`src/rtl/imem_dmem_arbiter.sv`:
```
// Purpose : shares one single-port memory between instruction fetch and data
//           access. Data has priority; a streak counter bounds fetch latency,
//           and a timeout aborts a hung memory transaction.
// Latency : request to mem_req is 1 cycle; mem_ack to done is 1 cycle. The
//           minimum from request to done is 2 cycles.
// Backpressure: a requester holds req until its done pulse, and sees stall
//           until then. mem_req is held until mem_ack arrives or the
//           transaction is aborted.
// Ports:
//   clk, reset                        - clock, synchronous active-high reset
//   if_req/if_addr -> if_rdata/if_done/if_err/if_stall   fetch port
//   d_req/d_we/d_addr/d_wdata -> d_rdata/d_done/d_err/d_stall  data port
//   mem_req/mem_we/mem_addr/mem_wdata <- mem_ack/mem_rdata  memory side
module imem_dmem_arbiter #(
  parameter int AW           = 32,
  parameter int DW           = 32,
  parameter int MAX_D_STREAK = 4,
  parameter int TIMEOUT      = 64
) (
  input  logic          clk,
  input  logic          reset,
  // fetch port
  input  logic          if_req,
  input  logic [AW-1:0] if_addr,
  output logic [DW-1:0] if_rdata,
  output logic          if_done,
  output logic          if_err,
  output logic          if_stall,
  // data port
  input  logic          d_req,
  input  logic          d_we,
  input  logic [AW-1:0] d_addr,
  input  logic [DW-1:0] d_wdata,
  output logic [DW-1:0] d_rdata,
  output logic          d_done,
  output logic          d_err,
  output logic          d_stall,
  // memory side
  output logic          mem_req,
  output logic          mem_we,
  output logic [AW-1:0] mem_addr,
  output logic [DW-1:0] mem_wdata,
  input  logic          mem_ack,
  input  logic [DW-1:0] mem_rdata
);

  localparam int SW = $clog2(MAX_D_STREAK + 1);
  localparam int TW = $clog2(TIMEOUT);
  localparam logic [SW-1:0] STREAK_MAX = SW'(MAX_D_STREAK);
  localparam logic [TW-1:0] TMO_LIMIT  = TW'(TIMEOUT - 1);

  typedef enum logic [1:0] {
    IDLE   = 2'd0,
    BUSY_I = 2'd1,
    BUSY_D = 2'd2
  } state_t;

  state_t        state_q, state_d;
  logic          mem_req_q, mem_req_d;
  logic          mem_we_q, mem_we_d;
  logic [AW-1:0] mem_addr_q, mem_addr_d;
  logic [DW-1:0] mem_wdata_q, mem_wdata_d;
  logic [DW-1:0] if_rdata_q, if_rdata_d;
  logic [DW-1:0] d_rdata_q, d_rdata_d;
  logic          if_done_q, if_done_d;
  logic          d_done_q, d_done_d;
  logic          if_err_q, if_err_d;
  logic          d_err_q, d_err_d;
  logic [SW-1:0] streak_q, streak_d;
  logic [TW-1:0] tmo_q, tmo_d;

  // A request seen in its own done cycle is the one just completed.
  logic if_elig, d_elig, grant_d, grant_i;
  assign if_elig = if_req & ~if_done_q;
  assign d_elig  = d_req & ~d_done_q;
  assign grant_d = d_elig & (~if_elig | (streak_q < STREAK_MAX));
  assign grant_i = if_elig & ~grant_d;

  always_comb begin
    state_d     = state_q;
    mem_req_d   = mem_req_q;
    mem_we_d    = mem_we_q;
    mem_addr_d  = mem_addr_q;
    mem_wdata_d = mem_wdata_q;
    if_rdata_d  = if_rdata_q;
    d_rdata_d   = d_rdata_q;
    if_done_d   = 1'b0;
    d_done_d    = 1'b0;
    if_err_d    = 1'b0;
    d_err_d     = 1'b0;
    streak_d    = streak_q;
    tmo_d       = tmo_q;

    unique case (state_q)
      IDLE: begin
        mem_req_d = 1'b0;
        if (grant_d) begin
          state_d     = BUSY_D;
          mem_req_d   = 1'b1;
          mem_we_d    = d_we;
          mem_addr_d  = d_addr;
          mem_wdata_d = d_wdata;
          tmo_d       = '0;
          // Only consecutive data grants that keep a fetch waiting count.
          if (!if_req)                     streak_d = '0;
          else if (streak_q != STREAK_MAX) streak_d = streak_q + SW'(1);
        end else if (grant_i) begin
          state_d     = BUSY_I;
          mem_req_d   = 1'b1;
          mem_we_d    = 1'b0;
          mem_addr_d  = if_addr;
          mem_wdata_d = '0;
          tmo_d       = '0;
          streak_d    = '0;
        end
      end

      BUSY_I, BUSY_D: begin
        if (mem_ack) begin
          // Ack wins over a timeout hitting in the same cycle.
          state_d   = IDLE;
          mem_req_d = 1'b0;
          if (state_q == BUSY_D) begin
            d_rdata_d = mem_rdata;
            d_done_d  = 1'b1;
          end else begin
            if_rdata_d = mem_rdata;
            if_done_d  = 1'b1;
          end
        end else if (tmo_q == TMO_LIMIT) begin
          state_d   = IDLE;
          mem_req_d = 1'b0;
          if (state_q == BUSY_D) begin
            d_rdata_d = '0;
            d_done_d  = 1'b1;
            d_err_d   = 1'b1;
          end else begin
            if_rdata_d = '0;
            if_done_d  = 1'b1;
            if_err_d   = 1'b1;
          end
        end else begin
          tmo_d = tmo_q + TW'(1);
        end
      end

      default: begin
        state_d   = IDLE;
        mem_req_d = 1'b0;
      end
    endcase
  end

  always_ff @(posedge clk) begin
    if (reset) begin
      state_q     <= IDLE;
      mem_req_q   <= 1'b0;
      mem_we_q    <= 1'b0;
      mem_addr_q  <= '0;
      mem_wdata_q <= '0;
      if_rdata_q  <= '0;
      d_rdata_q   <= '0;
      if_done_q   <= 1'b0;
      d_done_q    <= 1'b0;
      if_err_q    <= 1'b0;
      d_err_q     <= 1'b0;
      streak_q    <= '0;
      tmo_q       <= '0;
    end else begin
      state_q     <= state_d;
      mem_req_q   <= mem_req_d;
      mem_we_q    <= mem_we_d;
      mem_addr_q  <= mem_addr_d;
      mem_wdata_q <= mem_wdata_d;
      if_rdata_q  <= if_rdata_d;
      d_rdata_q   <= d_rdata_d;
      if_done_q   <= if_done_d;
      d_done_q    <= d_done_d;
      if_err_q    <= if_err_d;
      d_err_q     <= d_err_d;
      streak_q    <= streak_d;
      tmo_q       <= tmo_d;
    end
  end

  assign mem_req   = mem_req_q;
  assign mem_we    = mem_we_q;
  assign mem_addr  = mem_addr_q;
  assign mem_wdata = mem_wdata_q;
  assign if_rdata  = if_rdata_q;
  assign d_rdata   = d_rdata_q;
  assign if_done   = if_done_q;
  assign d_done    = d_done_q;
  assign if_err    = if_err_q;
  assign d_err     = d_err_q;
  assign if_stall  = if_req & ~if_done_q;
  assign d_stall   = d_req & ~d_done_q;

endmodule

```
`config.mk`:
```
export PLATFORM = sky130hd
export DESIGN_NAME = imem_dmem_arbiter
export DESIGN_NICKNAME = d
export VERILOG_FILES = /design/src/rtl/imem_dmem_arbiter.sv
export SDC_FILE = /design/constraint.sdc
export NUM_CORES = 1
export LEC_CHECK = 0
export BUFFER_PORTS_ARGS = -buffer_cell sky130_fd_sc_hd__buf_2
export CORE_MARGIN = 8
export CORE_UTILIZATION = 50
export DETAILED_ROUTE_END_ITERATION = 7
export PLACE_DENSITY = 0.95
export REMOVE_ABC_BUFFERS = 1
export SYNTH_ARGS = -nofsm -noshare
export SYNTH_HDL_FRONTEND = slang
export SYNTH_SLANG_ARGS = --single-unit
export TNS_END_PERCENT = 5
```
`constraint.sdc`:
```
create_clock -name clk -period 5.4 [get_ports clk]
set_clock_uncertainty 0.1 [all_clocks]
set_input_delay 1.08 -clock clk [delete_from_list [all_inputs] [get_ports clk]]
set_output_delay 1.08 -clock clk [all_outputs]
set_load 0.01 [all_outputs]
```
### Yosys cells after proc, flatten, opt, wreduce, memory -nomap -nowiden

Index checks and enable logic that the tools add are counted.

| word-level totals | value |
|---|---|
| register bits after elaboration | 145 |
| input bits | 134 |

| cells by class | value |
|---|---|
| bitwise logic cells | 11 |
| equal/unequal tests | 9 |
| muxes and demuxes | 39 |
| order comparisons | 1 |
| add/sub/neg operators | 2 |
| reduce and logical (&&, ||, !) cells | 13 |

Operators by type and width:

| kind | count |
|---|---|
| two-way mux 32 bit | 12 |
| two-way mux 6 bit | 4 |
| two-way mux 1 bit | 12 |
| two-way mux 3 bit | 4 |
| one-hot mux 6 bit (2 select lines) | 1 |
| inequality test 3 bit (second input constant) | 3 |
| AND reduction 3 bit | 3 |
| two-way mux 2 bit | 4 |
| adder 6 x 1 -> 6 bit (second input constant) | 1 |
| == test 6 bit (second input constant) | 1 |
| NOT 1 bit | 6 |
| nonzero test 2 bit | 3 |
| AND 1 bit | 4 |
| inequality test 2 bit (second input constant) | 2 |
| one-hot mux 2 bit (2 select lines) | 1 |
| AND reduction 2 bit | 2 |
| AND reduction 4 bit | 1 |
| OR reduction 2 bit | 2 |
| adder 3 x 1 -> 3 bit (second input constant) | 1 |
| < comparator 3 bit (second input constant) | 1 |
| inequality test 3 x 2 -> 1 bit (second input constant) | 1 |
| OR reduction 3 bit | 1 |
| == test 2 x 1 -> 1 bit (second input constant) | 1 |
| == test 2 bit (second input constant) | 1 |
| other kinds (3) | 3 |

### Depth between registers and ports, before layout

Gate-level depths: netlist of run 1.

| logic depth | value |
|---|---|
| word-level depth | 10 |
| depth in mapped cells | 8 |
| mapped depth without buffers | 7 |

### Least setup slack after synthesis of run 1

No wires, ideal clock.

| timing path | value |
|---|---|
| path kind | input-to-output |
| start | input if_req |
| end | output if_stall |
| arrival time | 1.344 ns |
| path slack | 2.876 ns |
| path buffers | 1 |
| data required time | 4.220 ns |
| stages on the path | 2 |
| path through | nor2b_1 -> buf_4 |

| between the ends | value |
|---|---|
| word-level cells in the longest chain between the ends | 1 |

RTL lines:

| what | line | source |
|---|---|---|
| start: declaration | 23 | `input logic if_req,` |
| AND 1 bit | 196 | `assign if_stall = if_req & ~if_done_q;` |
| end: declaration | 28 | `output logic if_stall,` |

No other way between the ends.

### Worst setup path in the final report of run 1

| timing path | value |
|---|---|
| start | input d_req |
| end | output d_stall |

| between the ends | value |
|---|---|
| word-level cells in the longest chain between the ends | 1 |

RTL lines:

| what | line | source |
|---|---|---|
| start: declaration | 30 | `input logic d_req,` |
| AND 1 bit | 197 | `assign d_stall = d_req & ~d_done_q;` |
| end: declaration | 37 | `output logic d_stall,` |

No other way between the ends.

==> flow_metrics.tcl, run 1 <==
set metrics [dict create \
    die_y_um 121.4 \
    postCtsResizedCells 0 \
    areaGrowthSynthToFinish_pct 34.23 \
    drv_slew 0 \
    grt_start_max_net_pins 80 \
    pre_cts_slack_ns 1.865 \
    drive_gt1_share_pct 35.96 \
    yosysTopAreaCell "dfxtp_1" \
    final_cells 1031 \
    clock_latency_ns 0.52 \
    numCtsBuffers 17 \
    worst_ep_required_time_ns 4.22 \
    max_slew_margin_pct 35.83 \
    fmax_mhz 324.0 \
    start_kind "input pin" \
    critPathCaptureType "primary output" \
    p_leak_uw 0.003463 \
    rsz0062_at_grt "no" \
    drc_errors 0 \
    clk_pin_slew_ns 0.06 \
    yosysWarnings 0 \
    fin_tns_setup_ns 0 \
    hold_violations 0 \
    finalCritPeriodShare_pct 57.15 \
    design_area_um2 7462 \
    core_um2 10840 \
    start_util_pct 51.28 \
    drt_iter0_markers 430 \
    wl_um 17900 \
    synth.yosys.seq_area_share_pct 52.22 \
    hold_class "flip-flop to flip-flop" \
    placedCellCount 998 \
    grt-ovfl-total 0 \
    cts.sink_count 145 \
    status "finished clean" \
    vdd_drop_max_mv 0.2320 \
    setup_violations 0 \
    grt_pass1_wl_um 27420 \
    async_flop_share_pct 0 \
    synth_area_leaders "dfxtp_1 (52%), a22oi_1 (8.8%), nor2_1 (7.2%)" \
    hp-start "if_rdata[9]" \
    nNetsFinal 1016 \
    post_cts_buffers 0 \
    antenna_found_initial 2 \
    finalCriticalPeriod_ns 3.086 \
    grt_pass1_vias 5549 \
    crit_fanout 6 \
    portBuffers 269 \
    postLayoutCoreUtil_pct 68.84 \
    cts_tree "built" \
    avgRoutedWirePerCell_um 17.36 \
    syn-cell-area_um2 5559 \
    routabilityCongestion 0.8384 \
    synthMostInstantiatedCell "dfxtp_1" \
    grt_use_total_pct 22.92 \
    setup.worst_path.start "d_req" \
    synth_flop_cell "dfxtp_1" \
    synth_edf_count 0 \
    worstSetupPathType "input pin to primary output" \
    ys_seq_elements 145 \
    arrival_ns 1.91 \
    syn_inst 638 \
    die-area_um2 14750 \
    hpwl_um 12480 \
    synth_top_cell_area_share_pct 52.22 \
    drt-pass1-iter-count 7 \
    htree_levels 4 \
    max_cap_violations 0 \
    cts_buffer_depth 2 \
    synth.distinct_cells 38 \
    setup_ws_ns 2.314 \
    rows 38 \
    tightestPinTransition_ns 0.9602 \
    p_per_area_nw_per_um2 381.1 \
    cts_root_buffer "clkbuf_8" \
    io_pins 270 \
    vias 5714 \
    die_width_um 121.4 \
    crit-reg2reg-launch "d_done" \
    ys_top_cells_by_count "dfxtp_1 (145), nor2_1 (106), nand2_1 (98)" \
    postRouteAntennaNets 0 \
    avgViaCountPerCell 5.542 \
    place_area_um2 6893 \
    postCtsHoldBufs 0 \
    syn_avg_cell_area_um2 8.713 \
]
## metrics by stage
stage	power (µW)	hold WS, ns
2_1_floorplan	1493	0.3564
3_3_place_gp	1725	0.3349
3_5_place_dp	1738	0.3397
4_1_cts	2858	0.3485
5_1_grt	2956	0.3739
6_report	2844	0.3482
## layout make-up
class	instances	area, µm²
Antenna cell	1	2.502
Clock buffer	19	431.7
Clock inverter	13	135.1
Fill cell	868	3378
Inverter	11	41.29
Multi-Input combinational cell	424	2357
Sequential cell	145	2903
Tap cell	140	175.2
Timing Repair Buffer	278	1416
## layout by cell type, fill, tap and decap left out, types with 5 or more instances in the layout
cell / netlist / layout
nand3_1: 35 / 35
and2_1: 5 / 5
buf_2: 22 / 268
inv_1: 11 / 11
a311oi_1: 32 / 32
dfxtp_1: 145 / 145
or3_1: 5 / 5
buf_4: 6 / 10
a21oi_1: 37 / 37
clkinvlp_4: 0 / 5
a22oi_1: 65 / 65
clkbuf_16: 0 / 16
nor2_1: 106 / 106
ha_1: 5 / 5
nand2_1: 98 / 98
## metal layers
metal,up-vias,GRT usage (%),share of wire [%]
met5,-,0,0.073
met4,2,11.18,2.9
met3,50,7.399,10
li1,2720,-,-
met1,2651,25.85,38
met2,291,38.30,49
## report_power, final
part | internal (µW) | switching (µW)
Combinational | 197 | 318
Clock | 668 | 455
Sequential | 1160 | 46.6
## flip-flops by register name (all words and copies together), names as in the netlist
register,flops
if_rdata,32
tmo_q,6
mem_addr,32
d_rdata,32
mem_wdata,32
state_q,2
d_err,1
mem_req,1
streak_q,3
if_err,1
d_done,1
if_done,1
mem_we,1
## cells by family (layout without fill, tap and decap cells)
| family | Yosys count | after routing | share of synthesized area [%] |
|---|---|---|---|
| AO/OA/AOI/OAI | 152 | 152 | 20.66 |
| adder cells (fa/ha/maj) | 5 | 5 | 1.125 |
| buffers and inverters | 69 | 321 | 5.559 |
| flip-flops | 145 | 145 | 52.22 |
| multiplexers | 3 | 3 | 0.5627 |
| other | 0 | 1 | 0 |
| AND/OR/NAND/NOR | 264 | 264 | 19.87 |
## critical path: stages
cell and delay, ns:
buf_2 0.07, nor2b_1 0.51, buf_2 0.25
## final timing paths
check        slack [ns]     endpoint  cells past startpoint
min reg2reg        0.35  if_rdata[9]                      2
max                2.31      d_stall                      3
min                0.35  if_rdata[9]                      2
max reg2reg        2.71   state_q[1]                      6
(Power assumes the default switching activity.)
==> run 2, diff against run 1 <==
- CORE_UTILIZATION: 50 -> 46
- PLACE_DENSITY: 0.95 -> 0.9
- clock period: 5.4 -> 3.1 ns (I/O delays scaled with it)
==> flow_metrics.tcl, run 2 (same netlist as run 1, synthesis figures left out) <==
set metrics [dict create \
    drive_gt1_share_pct 36.02 \
    place_area_um2 6957 \
    cp_slowest_stage_delay_ns 0.95 \
    start_util_pct 46.67 \
    critPathSlowestCell "or3_1" \
    die-area_um2 15860 \
    grtUsageMet1_pct 22.87 \
    clock_latency_ns 0.40 \
    p_leak_uw 0.003502 \
    avgRoutedWirePerCell_um 16.58 \
    drt_iter0_markers 336 \
    postCtsHoldBufs 0 \
    holdWs_ns 0.3464 \
    drc_errors 0 \
    pre_cts_slack_ns 0.5855 \
    grt_pass1_wl_um 27810 \
    max_cap_violations 0 \
    wl_um 17260 \
    crit_fanout 33 \
    tightestPinTransition_ns 1.185 \
    gr-usage-met3_pct 7.257 \
    grt-ovfl-total 0 \
    layout_commonest_cell "buf_2" \
    clk_pin_slew_ns 0.06 \
    htree_levels 4 \
    setup_ws_ns 0.6274 \
    final_cell_mix "buf_2 (268), dfxtp_1 (145), nor2_1 (106)" \
    rsz0062_at_grt "no" \
    numCtsBuffers 17 \
    finalCritPeriodShare_pct 79.76 \
    core_um2 11910 \
    rows 40 \
    nNetsFinal 1020 \
    finalCriticalPeriod_ns 2.473 \
    fillCellCount 1002 \
    crit_cells 6 \
    post_cts_buffers 0 \
    reg2reg_depth 6 \
    arrival_ns 2.64 \
    worst_ep_required_time_ns 3.26 \
    drv_slew 0 \
    max_slew_margin_pct 20.98 \
    grt_start_max_net_pins 78 \
    setup_violations 0 \
    antenna_cells 0 \
    hpwl_um 12400 \
    postRouteAntennaNets 0 \
    critPathCaptureType "flip-flop" \
    vdd_drop_max_mv 0.5472 \
    start_kind "flip-flop" \
    grt_util_met2_pct 37.69 \
    multi_input_area_um2 2357 \
    portBuffers 269 \
    path_cells "inv_1 > ha_1 > inv_1 > or3_1 > buf_4 > nor2_1" \
    cts.sink_count 145 \
    io_pins 270 \
    die_y_um 125.9 \
    seqCellArea_um2 2903 \
    die_width_um 125.9 \
    worstSetupPathType "flip-flop to flip-flop" \
    grt_most_used_layer "met2" \
    design_area_um2 7526 \
    fmax_mhz 404.4 \
    fin_tns_setup_ns 0 \
    cp_top_family "simple AND/OR/NAND/NOR gates" \
    hold_violations 0 \
    areaGrowthSynthToFinish_pct 35.38 \
    min_delay_path_depth 3 \
    cts_root_buffer "clkbuf_16" \
    status "finished clean" \
    postCtsResizedCells 0 \
    grt_pass1_vias 5500 \
    drt-pass1-iter-count 5 \
    vias 5553 \
    grt_use_total_pct 21.35 \
    p_per_area_nw_per_um2 656.2 \
    avgViaCountPerCell 5.334 \
    path_buf_inv 3 \
    antenna_found_initial 0 \
    crit_top_cell "inv_1" \
    routabilityCongestion 0.8049 \
    cts_tree "built" \
    cts_buffer_depth 2 \
    hold_class "input pin to flip-flop" \
]
==> run 2: path summary, 6_finish.rpt <==
path | slack [ns] | startpoint | end
worst min-delay path | 0.35 | d_wdata[8] | mem_wdata[8]
worst max-delay path | 0.63 | state_q[0] | if_done
worst min register to register | 0.35 | if_rdata[5] | if_rdata[5]
worst max register to register | 0.63 | state_q[0] | if_done
==> run 2: layer usage <==
layer / routed length [µm] / share of wire (%)
met4: 487 / 2.8
met1: 6610 / 38
met3: 1161 / 6.7
met5: 0 / 0
met2: 9001 / 52
==> run 2: per-stage QoR <==
| stage | instances | total power [µW] | utilization [%] |
|---|---|---|---|
| after floorplan | 580 | 2601 | - |
| after CTS | 1041 | 4983 | 63.18 |
| after detailed placement | 1009 | 3043 | 58.40 |
| after global placement | 1009 | 3016 | 58.40 |
| after global routing | 1041 | 5182 | 63.18 |
| final | 1041 | 4939 | 63.18 |
==> run 2: final cells by class <==
class | count | share of cell area [%]
clock inverter | 8 | 1.031
inverter | 11 | 0.5486
tap | 147 | 2.444
clock buffer | 24 | 6.534
multi-input combinational | 424 | 31.32
timing repair buffer | 282 | 19.55
sequential | 145 | 38.57
==> run 2: worst reg2reg max path: stages, from the launching register on <==
cell and delay, ns:
dfxtp_1 0.31, inv_1 0.06, ha_1 0.39, inv_1 0.24, or3_1 0.95, buf_4 0.25
nor2_1 0.03
==> run 2: power breakdown <==
| part | internal [µW] | switching (µW) |
|---|---|---|
| logic | 356 | 553 |
| clock network | 1190 | 747 |
| registers | 2020 | 75.3 |
| total | 3560 | 1380 |
